`src/rtl/region_max_window_pkg.sv`:
```
// Shared types and defaults for the regional-maximum window stage.
// Global config defines override the default geometry when present.
`ifndef CFG_DATA_WIDTH
`define CFG_DATA_WIDTH 8
`endif

`ifndef CFG_IMG_WIDTH
`define CFG_IMG_WIDTH 64
`endif

`ifndef CFG_IMG_HEIGHT
`define CFG_IMG_HEIGHT 64
`endif

package region_max_window_pkg;

  localparam int DEF_DATA_WIDTH = `CFG_DATA_WIDTH;
  localparam int DEF_IMG_WIDTH  = `CFG_IMG_WIDTH;
  localparam int DEF_IMG_HEIGHT = `CFG_IMG_HEIGHT;

  typedef enum logic [0:0] {
    ST_RUN   = 1'b0,
    ST_FLUSH = 1'b1
  } rmw_state_e;

  typedef logic [3:0] border_t;

  localparam border_t BORDER_TOP    = 4'b0001;
  localparam border_t BORDER_BOTTOM = 4'b0010;
  localparam border_t BORDER_LEFT   = 4'b0100;
  localparam border_t BORDER_RIGHT  = 4'b1000;

  // Which image edges the current centre pixel touches.
  function automatic border_t border_mask(
    input logic first_row,
    input logic last_row,
    input logic first_col,
    input logic last_col
  );
    border_t m;
    m = 4'b0000;
    if (first_row) m = m | BORDER_TOP;
    else           m = m;
    if (last_row)  m = m | BORDER_BOTTOM;
    else           m = m;
    if (first_col) m = m | BORDER_LEFT;
    else           m = m;
    if (last_col)  m = m | BORDER_RIGHT;
    else           m = m;
    return m;
  endfunction

endpackage

```
`src/rtl/rmw_line_buffer.sv`:
```
// One-row delay line: the output is the sample written DEPTH advances earlier.
// Read happens before write at the same slot, so no bypass path is needed.
module rmw_line_buffer
  import region_max_window_pkg::*;
#(
  parameter int DATA_WIDTH = DEF_DATA_WIDTH,
  parameter int DEPTH      = DEF_IMG_WIDTH
) (
  input  logic                  i_clk,
  input  logic                  i_rst,
  input  logic                  i_adv,
  input  logic [DATA_WIDTH-1:0] i_data,
  output logic [DATA_WIDTH-1:0] o_data
);

  localparam int PTR_W = (DEPTH > 1) ? $clog2(DEPTH) : 1;
  localparam logic [PTR_W-1:0] PTR_LAST = PTR_W'(DEPTH - 1);

  logic [DATA_WIDTH-1:0] mem_r [0:DEPTH-1];
  logic [PTR_W-1:0]      ptr_r;

  assign o_data = mem_r[ptr_r];

  // Circular slot pointer, one step per advance.
  always_ff @(posedge i_clk) begin
    if (i_rst) begin
      ptr_r <= '0;
    end else if (i_adv) begin
      if (ptr_r == PTR_LAST) ptr_r <= '0;
      else                   ptr_r <= ptr_r + PTR_W'(1);
    end else begin
      ptr_r <= ptr_r;
    end
  end

  // Storage is left unreset; stale samples are masked downstream.
  always_ff @(posedge i_clk) begin
    if (i_adv) mem_r[ptr_r] <= i_data;
  end

endmodule

```
`src/rtl/region_max_window.sv`:
```
// 3x3 local-maximum flagger: pops raster pixels, builds the window from two
// line buffers and emits each pixel with its non-strict local-maximum flag.
module region_max_window
  import region_max_window_pkg::*;
#(
  parameter int DATA_WIDTH = DEF_DATA_WIDTH,
  parameter int IMG_WIDTH  = DEF_IMG_WIDTH,
  parameter int IMG_HEIGHT = DEF_IMG_HEIGHT,
  parameter int COL_W      = $clog2(IMG_WIDTH),
  parameter int ROW_W      = $clog2(IMG_HEIGHT)
) (
  input  logic                  i_clk,
  input  logic                  i_rst,
  input  logic                  i_valid,
  input  logic [DATA_WIDTH-1:0] i_data,
  output logic                  o_ready,
  output logic                  o_valid,
  input  logic                  i_ready,
  output logic [DATA_WIDTH-1:0] o_data,
  output logic                  o_is_max,
  output logic                  o_last,
  output logic                  o_busy
);

  localparam int FILL_W  = $clog2(IMG_WIDTH + 2);
  localparam int FLUSH_W = $clog2(IMG_WIDTH + 1);

  localparam logic [COL_W-1:0]   COL_LAST   = COL_W'(IMG_WIDTH - 1);
  localparam logic [ROW_W-1:0]   ROW_LAST   = ROW_W'(IMG_HEIGHT - 1);
  localparam logic [FILL_W-1:0]  FILL_DONE  = FILL_W'(IMG_WIDTH + 1);
  localparam logic [FLUSH_W-1:0] FLUSH_LAST = FLUSH_W'(IMG_WIDTH);

  // Neighbour order: above-right, above, above-left, right, left,
  // below-right, below, below-left. Each entry lists the edges that hide it.
  localparam border_t NB_EDGE [0:7] = '{
    BORDER_TOP | BORDER_RIGHT,
    BORDER_TOP,
    BORDER_TOP | BORDER_LEFT,
    BORDER_RIGHT,
    BORDER_LEFT,
    BORDER_BOTTOM | BORDER_RIGHT,
    BORDER_BOTTOM,
    BORDER_BOTTOM | BORDER_LEFT
  };

  rmw_state_e state_r, state_nxt_s;

  logic [COL_W-1:0]   in_col_r, c_col_r;
  logic [ROW_W-1:0]   in_row_r, c_row_r;
  logic [FLUSH_W-1:0] flush_cnt_r;
  logic [FILL_W-1:0]  fill_cnt_r;

  logic can_adv_s, ready_s, in_beat_s, flush_beat_s, adv_s;
  logic result_s, last_in_s, frame_end_s, last_res_s;
  logic valid_nxt_s, is_max_s;

  logic [DATA_WIDTH-1:0] tap0_s, tap1_s, tap2_s;
  logic [DATA_WIDTH-1:0] w00_r, w01_r, w10_r, w11_r, w20_r, w21_r;
  logic [DATA_WIDTH-1:0] nb_s [0:7];
  logic [DATA_WIDTH-1:0] nb_m_s;
  border_t               border_s;

  logic                  valid_r, is_max_r, last_r, busy_r;
  logic [DATA_WIDTH-1:0] data_r;

  assign can_adv_s   = ~valid_r | i_ready;
  assign last_in_s   = (in_row_r == ROW_LAST) & (in_col_r == COL_LAST);
  assign in_beat_s   = i_valid & ready_s;
  assign adv_s       = in_beat_s | flush_beat_s;
  assign result_s    = adv_s & (fill_cnt_r == FILL_DONE);
  assign frame_end_s = flush_beat_s & (flush_cnt_r == FLUSH_LAST);
  assign last_res_s  = (c_row_r == ROW_LAST) & (c_col_r == COL_LAST);

  // Next-state and pop/flush strobes.
  always_comb begin
    ready_s      = 1'b0;
    flush_beat_s = 1'b0;
    state_nxt_s  = state_r;
    case (state_r)
      ST_RUN: begin
        ready_s = can_adv_s;
        if (i_valid && can_adv_s && last_in_s) state_nxt_s = ST_FLUSH;
        else                                   state_nxt_s = ST_RUN;
      end
      ST_FLUSH: begin
        flush_beat_s = can_adv_s;
        if (can_adv_s && (flush_cnt_r == FLUSH_LAST)) state_nxt_s = ST_RUN;
        else                                          state_nxt_s = ST_FLUSH;
      end
      default: state_nxt_s = ST_RUN;
    endcase
  end

  // Flush beats push zeros so the last rows drain through the window.
  always_comb begin
    tap0_s = i_data;
    if (flush_beat_s) tap0_s = '0;
    else              tap0_s = i_data;
  end

  // State, input position, flush, fill and centre position counters.
  always_ff @(posedge i_clk) begin
    if (i_rst) begin
      state_r     <= ST_RUN;
      in_col_r    <= '0;
      in_row_r    <= '0;
      flush_cnt_r <= '0;
      fill_cnt_r  <= '0;
      c_col_r     <= '0;
      c_row_r     <= '0;
    end else begin
      state_r <= state_nxt_s;
      if (in_beat_s) begin
        if (in_col_r == COL_LAST) begin
          in_col_r <= '0;
          in_row_r <= (in_row_r == ROW_LAST) ? '0 : in_row_r + ROW_W'(1);
        end else begin
          in_col_r <= in_col_r + COL_W'(1);
        end
      end
      if (flush_beat_s) begin
        flush_cnt_r <= frame_end_s ? '0 : flush_cnt_r + FLUSH_W'(1);
      end
      if (frame_end_s) begin
        fill_cnt_r <= '0;
        c_col_r    <= '0;
        c_row_r    <= '0;
      end else begin
        if (adv_s && (fill_cnt_r != FILL_DONE)) fill_cnt_r <= fill_cnt_r + FILL_W'(1);
        if (result_s) begin
          if (c_col_r == COL_LAST) begin
            c_col_r <= '0;
            c_row_r <= (c_row_r == ROW_LAST) ? '0 : c_row_r + ROW_W'(1);
          end else begin
            c_col_r <= c_col_r + COL_W'(1);
          end
        end
      end
    end
  end

  rmw_line_buffer #(
    .DATA_WIDTH (DATA_WIDTH),
    .DEPTH      (IMG_WIDTH)
  ) u_lb_near (
    .i_clk  (i_clk),
    .i_rst  (i_rst),
    .i_adv  (adv_s),
    .i_data (tap0_s),
    .o_data (tap1_s)
  );

  rmw_line_buffer #(
    .DATA_WIDTH (DATA_WIDTH),
    .DEPTH      (IMG_WIDTH)
  ) u_lb_far (
    .i_clk  (i_clk),
    .i_rst  (i_rst),
    .i_adv  (adv_s),
    .i_data (tap1_s),
    .o_data (tap2_s)
  );

  // Two-column window history; the third column is the live taps.
  always_ff @(posedge i_clk) begin
    if (adv_s) begin
      w00_r <= tap0_s;
      w01_r <= w00_r;
      w10_r <= tap1_s;
      w11_r <= w10_r;
      w20_r <= tap2_s;
      w21_r <= w20_r;
    end
  end

  // Window as it will look after this advance, centre excluded.
  always_comb begin
    nb_s[0] = tap2_s;
    nb_s[1] = w20_r;
    nb_s[2] = w21_r;
    nb_s[3] = tap1_s;
    nb_s[4] = w11_r;
    nb_s[5] = tap0_s;
    nb_s[6] = w00_r;
    nb_s[7] = w01_r;
  end

  // Edge-masked non-strict maximum test against the eight neighbours.
  always_comb begin
    border_s = border_mask(c_row_r == '0, c_row_r == ROW_LAST,
                           c_col_r == '0, c_col_r == COL_LAST);
    is_max_s = 1'b1;
    nb_m_s   = '0;
    for (int i = 0; i < 8; i++) begin
      if (|(NB_EDGE[i] & border_s)) nb_m_s = '0;
      else                          nb_m_s = nb_s[i];
      if (nb_m_s > w10_r) is_max_s = 1'b0;
      else                is_max_s = is_max_s;
    end
  end

  // Result valid: set by a completed window, cleared once accepted.
  always_comb begin
    valid_nxt_s = valid_r;
    if (result_s)     valid_nxt_s = 1'b1;
    else if (i_ready) valid_nxt_s = 1'b0;
    else              valid_nxt_s = valid_r;
  end

  // Output registers; they only load on an advance, so stalls hold them.
  always_ff @(posedge i_clk) begin
    if (i_rst) begin
      valid_r  <= 1'b0;
      data_r   <= '0;
      is_max_r <= 1'b0;
      last_r   <= 1'b0;
      busy_r   <= 1'b0;
    end else begin
      valid_r <= valid_nxt_s;
      busy_r  <= (state_nxt_s == ST_FLUSH) | valid_nxt_s;
      if (result_s) begin
        data_r   <= w10_r;
        is_max_r <= is_max_s;
        last_r   <= last_res_s;
      end
    end
  end

  assign o_ready  = ready_s;
  assign o_valid  = valid_r;
  assign o_data   = data_r;
  assign o_is_max = is_max_r;
  assign o_last   = last_r;
  assign o_busy   = busy_r;

endmodule

```
`config.mk`:
```
export PLATFORM = sky130hd
export DESIGN_NAME = region_max_window
export DESIGN_NICKNAME = d
export VERILOG_FILES = /design/src/rtl/region_max_window_pkg.sv /design/src/rtl/rmw_line_buffer.sv /design/src/rtl/region_max_window.sv
export SDC_FILE = /design/constraint.sdc
export NUM_CORES = 1
export LEC_CHECK = 0
export CAP_MARGIN = 20
export CORE_ASPECT_RATIO = 0.75
export CORE_MARGIN = 2
export CORE_UTILIZATION = 65
export DETAILED_ROUTE_END_ITERATION = 8
export GPL_TIMING_DRIVEN = 0
export PLACE_DENSITY = 0.78
export SLEW_MARGIN = 10
export SYNTH_ARGS = -nofsm -noshare
export SYNTH_HDL_FRONTEND = slang
export SYNTH_SLANG_ARGS = --single-unit
```
`constraint.sdc`:
```
create_clock -name i_clk -period 6.8 [get_ports i_clk]
set_input_delay 0.68 -clock i_clk [delete_from_list [all_inputs] [get_ports i_clk]]
set_output_delay 0.68 -clock i_clk [all_outputs]
set_load 0.005 [all_outputs]
```
* Word-level counts from Yosys, hierarchy flattened *
Memories as Yosys holds them, arrays and structs flattened. A register that Yosys moved wholly into a read port is not among the register bits.
Cells that the tools add are included.

operators by class
  add/subtract/negate cells = 8
  magnitude comparators = 8
  equality and inequality tests = 9
  muxes and demuxes = 41
  bitwise logic cells = 10
  reductions and logical operators = 13

operators with widths
  kind                                           number
  two-way mux 8 bit                              9
  > comparator 8 bit                             8
  two-way mux 6 bit                              10
  adder 6 x 1 -> 6 bit (second input constant)   6
  == test 6 bit (second input constant)          6
  two-way mux 1 bit                              17
  adder 7 x 1 -> 7 bit (second input constant)   2
  == test 7 bit (second input constant)          2
  zero test 6 bit                                2
  OR reduction 2 bit                             5
  two-way mux 7 bit                              1
  inequality test 7 bit (second input constant)  1
  AND 1 bit                                      5
  logical AND 1 bit                              4
  two-way mux 4 bit                              1
  AND reduction 2 bit                            2
  two-way mux 3 bit                              1
  bitwise OR 1 bit                               3
  two-way mux 2 bit                              1
  NOT 1 bit                                      2
  one-hot mux 1 bit (2 select lines)             1

word-level totals
  flip-flop bits (word level) = 111
  memory bits (writable) = 1024
  input port bits = 12
  memories = 2

memories
  name             depth  width  rd ports  clocked after memory_dff  write ports  line                   text
  u_lb_far.mem_r   64     8      1         1                         1            rmw_line_buffer.sv:19  logic [DATA_WIDTH-1:0] mem_r [0:DEPTH-1];
  u_lb_near.mem_r  64     8      1         1                         1            rmw_line_buffer.sv:19

* Logic depth before layout (Yosys ltp) *
Gate-level depths: netlist of the first run.

  depth after elaboration = 16
  gate-level depth with buffers = 17
  depth with buffers taken out = 13

* Modules after synthesis *
From an unflattened synthesis of the first run, not the netlist that was laid out.

second synthesis, totals
  cell total of the unflattened synthesis = 2483
  area total of the unflattened synthesis = 46196.8 µm²

modules (own cells, without submodules)
  module                        times used  cells an instance  area an instance (µm²)  seq. area each (µm²)
  rmw_line_buffer at u_lb_near  1           962                20327.0                 15615.0
  rmw_line_buffer at u_lb_far   1           967                20315.7                 15615.0
  region_max_window             1           554                5554.1                  2462.4

* Worst setup path after synthesis of the first run *
No wires, ideal clock.

  path type = register to register
  start point = reg with a tool-made name
  end point = reg is_max_r (netlist: o_is_max)
  data arrival time = 4.476 ns
  required time = 6.713 ns
  path slack = 2.237 ns
  stages on the path, launching flop included = 15
  clock period less this slack = 4.563 ns
  cell sequence = dfxtp_1 -> buf_2 -> buf_4 -> buf_4 -> buf_2 -> mux2i_1 -> a221o_1 -> o2bb2ai_1 -> and2_1 -> ha_1 -> a21o_1 -> a21oi_1 -> a22oi_1 -> a21o_1 -> o31ai_1

RTL lines
  element               line                      text
  end signal, assigned  region_max_window.sv:223  is_max_r <= is_max_s;
  end, declared         region_max_window.sv:63   logic valid_r, is_max_r, last_r, busy_r;

==> results of run 1 <==
==> power groups by stage <==
stage	clock network [uW]	logic (uW)	registers (uW)
after floorplan	0	687	8070
after global placement	0	1000	8090
after detailed placement	0	1100	8060
after CTS	6190	1110	7910
after global routing	6450	1190	7910
final	6190	1130	7910
==> critical path, delay by kind of cell (launching register included) <==
kind,cells,cell delay (ps)
AOI/OAI and AO/OA,7,1230
adders and majority gates,1,290
DFF,1,330
and+or+nand+nor,3,1200
muxes,2,870
buffers and inverters,2,1720
==> sequential cells by signal (all words and copies together), names as in the netlist, named ones only <==
register	cells
c_col_r	6
c_row_r	6
fill_cnt_r	7
flush_cnt_r	7
in_col_r	6
in_row_r	6
o_busy	1
o_data	8
o_is_max	1
o_last	1
o_valid	1
state_r	1
u_lb_far.mem_r	512
u_lb_far.ptr_r	6
u_lb_near.mem_r	512
u_lb_near.ptr_r	6
w00_r	8
w01_r	8
w10_r	8
w11_r	8
w20_r	8
w21_r	8
==> layout make-up <==
class | count | area (um2) | area share, %
antenna | 3 | 7.507 | 0.01453
multi-input combinational | 1090 | 11780 | 22.81
inverter | 24 | 90.09 | 0.1744
clock buffer | 127 | 2781 | 5.385
tap | 946 | 1184 | 2.292
sequential | 1147 | 33690 | 65.23
clock inverter | 62 | 810.8 | 1.570
buffer | 117 | 646.9 | 1.252
timing repair buffer | 49 | 659.4 | 1.277
==> routing by layer <==
layer | global-route usage, % | vias to the layer above
li1 | - | 9942
met1 | 48.05 | 12740
met2 | 44.42 | 1935
met3 | 10.46 | 295
met4 | 8.902 | 4
met5 | 0 | -
==> cells in the final DEF (no fill, tap or decap), types with 15 or more instances in the layout <==
master,netlist,layout
nand2_1,90,89
clkdlybuf4s50_1,0,23
xor2_1,25,25
edfxtp_1,1072,1072
buf_6,10,15
and2_1,44,36
nand3_1,27,26
buf_1,16,16
buf_12,3,18
nor2_1,194,190
clkbuf_1,41,57
o21ai_0,22,21
buf_2,37,37
mux2i_1,34,34
nand4_1,31,31
dfxtp_1,75,75
nor3_1,16,16
clkinv_2,0,15
a21oi_1,54,54
bufinv_16,0,19
clkbuf_16,0,106
inv_1,23,23
mux4_2,292,292
nor2b_1,42,42
clkinv_1,0,17
ha_1,76,76
==> metrics by stage <==
step	setup TNS, ps	util (%)	instance area [um2]
2_1_floorplan	0	-	46130
3_3_place_gp	-663.2	67.71	47540
3_5_place_dp	0	68.31	47960
4_1_cts	0	73.43	51550
5_1_grt	0	73.56	51650
6_report	0	73.57	51650
==> cells by family after synthesis <==
family,synth area share (%)
AO/OA/AOI/OAI,2.116
buffers and inverters,1.598
AND/OR/NAND/NOR,5.127
adder cells (fa/ha/maj),2.062
multiplexers,15.43
XOR/XNOR,0.6266
flip-flops,73.04
==> worst max path at each step <==
stage	startpoint	end	slack, ps	cells past startpoint
3_3_place_gp	flop	o_is_max	-660	14
5_1_grt	flop	o_is_max	920	15
6_report	flop	o_is_max	1020	15
4_1_cts	flop	o_is_max	1370	15
3_5_place_dp	i_ready	u_lb_near.mem_r[37][5]	1300	10
2_1_floorplan	flop	o_is_max	2240	14
==> results.toml, run 1 <==
[pwr]
leakagePower_uw = 0.01627
peakVddDrop_mv = 0.2353
p_per_area_mw_per_mm2 = 294.9
power_frac_clock_pct = 40.6
seqPwrFrac_pct = 51.9
finalPower_uw = 15230
p_int_uw = 11940
p_sw_uw = 3289
swShare_pct = 21.59
comb_power_share_pct = 7.4

[yosys]
yosysMostFrequentCell = "edfxtp_1"
synthTopCellsByArea = "edfxtp_1 (70%), mux4_2 (14%), dfxtp_1 (3.3%)"
synth_nets = 2466
synth_top_area_share_pct = 69.79
synthFlopType = "edfxtp_1"
synthCells = 2378
seq_area_frac_synth_pct = 73.04
yosys.cell_types.count = 60
async_flop_share_pct = 0
netlist_area_mm2 = 0.04613
synth-edff-count = 1072
avgSynthCellArea_um2 = 19.40
yosys.area.top_type = "edfxtp_1"
synthTopCellsByCount = "edfxtp_1 (1072), mux4_2 (292), nor2_1 (194), nand2_1 (90), ha_1 (76)"
ys_warn_count = 0
ys_ff_latch = 1147

[sta]
skew_ps = 28.27
final.setup.worst_slack_ps = 1024
tightest_slew_ps = 1217
fin_crit_sh_pct = 84.95
relSlewSlack_pct = 18.56
setup_violations = 0
rsz0062_at_grt = "no"
final_hold_viol_count = 0
timing.hold.ws_ps = 448.2
min_period_ps = 5776
slew_violations = 0
fmax_mhz = 173.1

[global_route]
grt_pass1_vias = 24440
grt_usage_pct = 31.51
antenna_found_initial = 4
grt-ovfl-total = 0
grt_max_degree = 67
grt_pass1_wl_mm = 165.5

[route]
routedWlPerCell_um = 31.86
topRoutingLayerUsed = "met5"
wl_mm = 113.6
vias = 24920
drt_iter0_markers = 4219
dr.pass1.iters = 7
vias_per_cell = 6.990
detail-route-antenna-nets = 0
wl_met2_mm = 49.38
wl_met1_mm = 44.26
drc = 0
wl_met3_mm = 16.62

[clock_tree]
clkTransAtPathRegs_ps = 70
hold_buffers = 0
cts_made_buffers = 102
htree_levels = 3
cts_tree = "built"
clockBufferDepth = 3
cts_setup_buffers = 0
clkSinkCount = 1147
ctsResizeCount = 0
cts_root_buf = "clkbuf_16"
clk_latency_ps = 670

[floorplan]
io_pins = 25
core_mm2 = 0.07021
die_area_mm2 = 0.07313
rows = 84
chipWidth_um = 311.6
start_util_pct = 65.70
die_y_um = 234.7

[hold_path]
hp-start = "w00_r[2]"
holdPathStages = 0
hold_class = "flop to flop"
hold_end = "w01_r[2]"

[layout]
layout-drive-gt1-share_pct = 21.98
synthToLayoutAreaGrowth_pct = 11.98
instances_no_fill = 3565
finish.net_count = 2619
num-fill-cells = 3895

[run_status]
status = "finished clean"

[worst_setup_path]
cp-end-kind = "flop"
worst-path-max-fanout = 66
max_stage_delay_ps = 940
crit_path_frequent_cell = "a21o_1"
critical_path_arrival_ps = 6340
cp.required_ps = 7370
reg2reg_depth = 15
worstPathCellList = "clkbuf_1 -> clkbuf_1 -> mux4_2 -> mux2i_1 -> nand2_1 -> o211ai_1 -> nand3_4 -> and2_1 -> ha_1 -> a21o_1 -> a21o_1 -> a21oi_1 -> a22oi_1 -> a21o_1 -> o31ai_1"
r2r_slack_ps = 1020
criticalPathCategory = "flop to flop"
r2r_end = "o_is_max"
crit_slowest_cell = "clkbuf_1"
critPathLaunchType = "flop"

[place]
place.gp.congestion = 0.9739
dpl.hpwl_mm = 73.29
place_inst = 3364
portBuffers = 23
place_ws_ps = 1301

[run]
max-cap-violations = 0
Power figures use the tool's default switching activity.
==> run 2: changes to the inputs <==
Settings changed: CORE_UTILIZATION 65 to 57, PLACE_DENSITY 0.78 to 0.72.
Clock period 6.8 ns to 4.8 ns, I/O delays scaled along.
==> run 2 against run 1 <==
Net effect:
- clock power is 36% higher
- final cell count rose by 3.3%
- clock-buffer cell count is 14 higher
- non-clock buffer count up 1
- maximum frequency is 21% higher
- clock skew is 11 ps higher
- largest cell class unchanged
- routed wire length decreased by 0.10%
- worst hold slack better by 4.1 ps
- critical path depth is 7 lower
- combinational power increased by 47%
- flip-flop and latch count stayed put
- largest power group unchanged
- via count fell by 1.1%
==> results.toml, run 2 (same netlist as run 1, synthesis figures left out) <==
[sta]
fin_crit_sh_pct = 99.75
slew_violations = 0
setup_violations = 0
min_period_ps = 4788
tightest_slew_ps = 1176
relSlewSlack_pct = 21.32
final_hold_viol_count = 0
fmax_mhz = 208.9
skew_ps = 39.38
rsz0062_at_grt = "yes"
timing.hold.ws_ps = 452.3

[global_route]
grt_usage_pct = 27.51
grt_pass1_wl_mm = 164.3
grt_pass1_vias = 24080
antenna_found_initial = 2
grt-ovfl-total = 0
grt_max_degree = 53

[run]
max-cap-violations = 0

[hold_path]
hold_class = "flop to flop"
hold_end = "w01_r[2]"
holdPathStages = 0
hp-start = "w00_r[2]"

[pwr]
peakVddDrop_mv = 0.3240
p_int_uw = 16580
seqPwrFrac_pct = 52.7
p_sw_uw = 4685
leakagePower_uw = 0.01625
comb_power_share_pct = 7.8
swShare_pct = 22.03
p_per_area_mw_per_mm2 = 410.8
power_frac_clock_pct = 39.5

[place]
placed_cell_area_mm2 = 0.04821
portBuffers = 23
place.gp.congestion = 0.9255
dpl.hpwl_mm = 76.35

[route]
drc = 0
routedWlPerCell_um = 30.81
dr.pass1.iters = 7
wl_mm = 113.5
detail-route-antenna-nets = 0
vias_per_cell = 6.693
vias = 24650
drt_iter0_markers = 3980

[floorplan]
chipWidth_um = 332.5
io_pins = 25
start_util_pct = 57.45
rows = 90
die_y_um = 250.4
core_mm2 = 0.08029
die_area_mm2 = 0.08324

[layout]
final_cell_mix = "edfxtp_1 (1072), mux4_2 (292), nor2_1 (172)"
final_common_cell = "edfxtp_1"
num-fill-cells = 5206
layout-drive-gt1-share_pct = 22.51
top_regs = "u_lb_far.mem_r x512, u_lb_near.mem_r x512"
synthToLayoutAreaGrowth_pct = 12.24
final_area_mm2 = 0.05177
finish.net_count = 2624
diodes = 0

[worst_setup_path]
critPathLaunchType = "flop"
cp-end-kind = "flop"
r2r_end = "u_lb_near.mem_r[37][5]"
reg2reg_depth = 8
cp.required_ps = 5100
critical_path_arrival_ps = 5090
r2r_slack_ps = 10
r2r-start = "state_r"
cp-startpoint = "state_r"
criticalPathCategory = "flop to flop"
worst-path-max-fanout = 29

[clock_tree]
htree_levels = 3
clockBufferDepth = 3
cts_tree = "built"
clkSinkCount = 1147
cts_made_buffers = 106
clk_latency_ps = 700
clkTransAtPathRegs_ps = 70
cts_root_buf = "clkbuf_16"
hold_buffers = 0

[run_status]
status = "finished clean"
run 2: cell count changes in the layout (fill, tap and decap cells not counted), moves of 4 or more:
cell,change
nor2_2,+18
buf_16,+4
nor2_1,-18
clkbuf_1,+8
bufinv_16,-8
clkbuf_2,+5
run 2: worst max path at each step:
stage / to / slack, ps / depth (start not counted)
global route: u_lb_near.mem_r[53][5] / -60 / 10
finish: u_lb_near.mem_r[37][5] / 10 / 8
floorplan: o_is_max / 240 / 14
detailed placement: u_lb_near.mem_r[54][1] / -950 / 10
CTS: o_is_max / 20 / 15
global placement: o_is_max / -2860 / 14
run 2: power by group through the flow:
stage	combinational (uW)	clock, uW	sequential [uW]
global route	1750	8830	11200
floorplan	973	0	11400
global placement	1460	0	11500
CTS	1640	8470	11200
finish	1660	8400	11200
detailed placement	1630	0	11400
run 2: repair_timing:
item	in CTS	in global routing
setup buffers	0	0
gates resized for setup	19	12
endpoints found under the setup margin	164	25
run 2: metal layers:
layer  global-route usage (%)  part of all wire, %  vias to the layer above
met5                        0                    0                        -
met4                    6.805                  2.4                        0
li1                         -                    -                     9959
met2                    37.68                   42                     1592
met3                    7.540                   13                      220
met1                    44.08                   42                    12880
run 2: final cells by class:
class / instances / area, um2 / area share, %
clock buffers: 141 / 2856 / 5.518
inverters: 24 / 90.09 / 0.1740
plain buffers: 116 / 655.6 / 1.266
repair buffers: 51 / 738.2 / 1.426
clock inverters: 56 / 588.1 / 1.136
flip-flops and latches: 1147 / 33690 / 65.08
well taps: 1058 / 1324 / 2.557
multi-input cells: 1090 / 11830 / 22.84
run 2: per-stage QoR:
step,utilization (%),TNS (ps),total power (uW),setup slack (ps),cells
floorplan,-,0,12400,237.1,2378
global placement,59.38,-1103410,12930,-2858,3459
detailed placement,60.04,-150070,13040,-946.9,3481
CTS,64.39,0,21310,24.24,3678
global route,64.48,-802.4,21790,-63.11,3683
finish,64.48,0,21270,12.07,3683
run 2: worst max-delay path: stages (launching register included):
cell,delay (ps)
dfxtp_1,300
clkbuf_1,330
o21ai_1,200
buf_4,230
inv_1,390
clkbuf_2,500
buf_2,700
nand3_1,700
nor2_1,1050
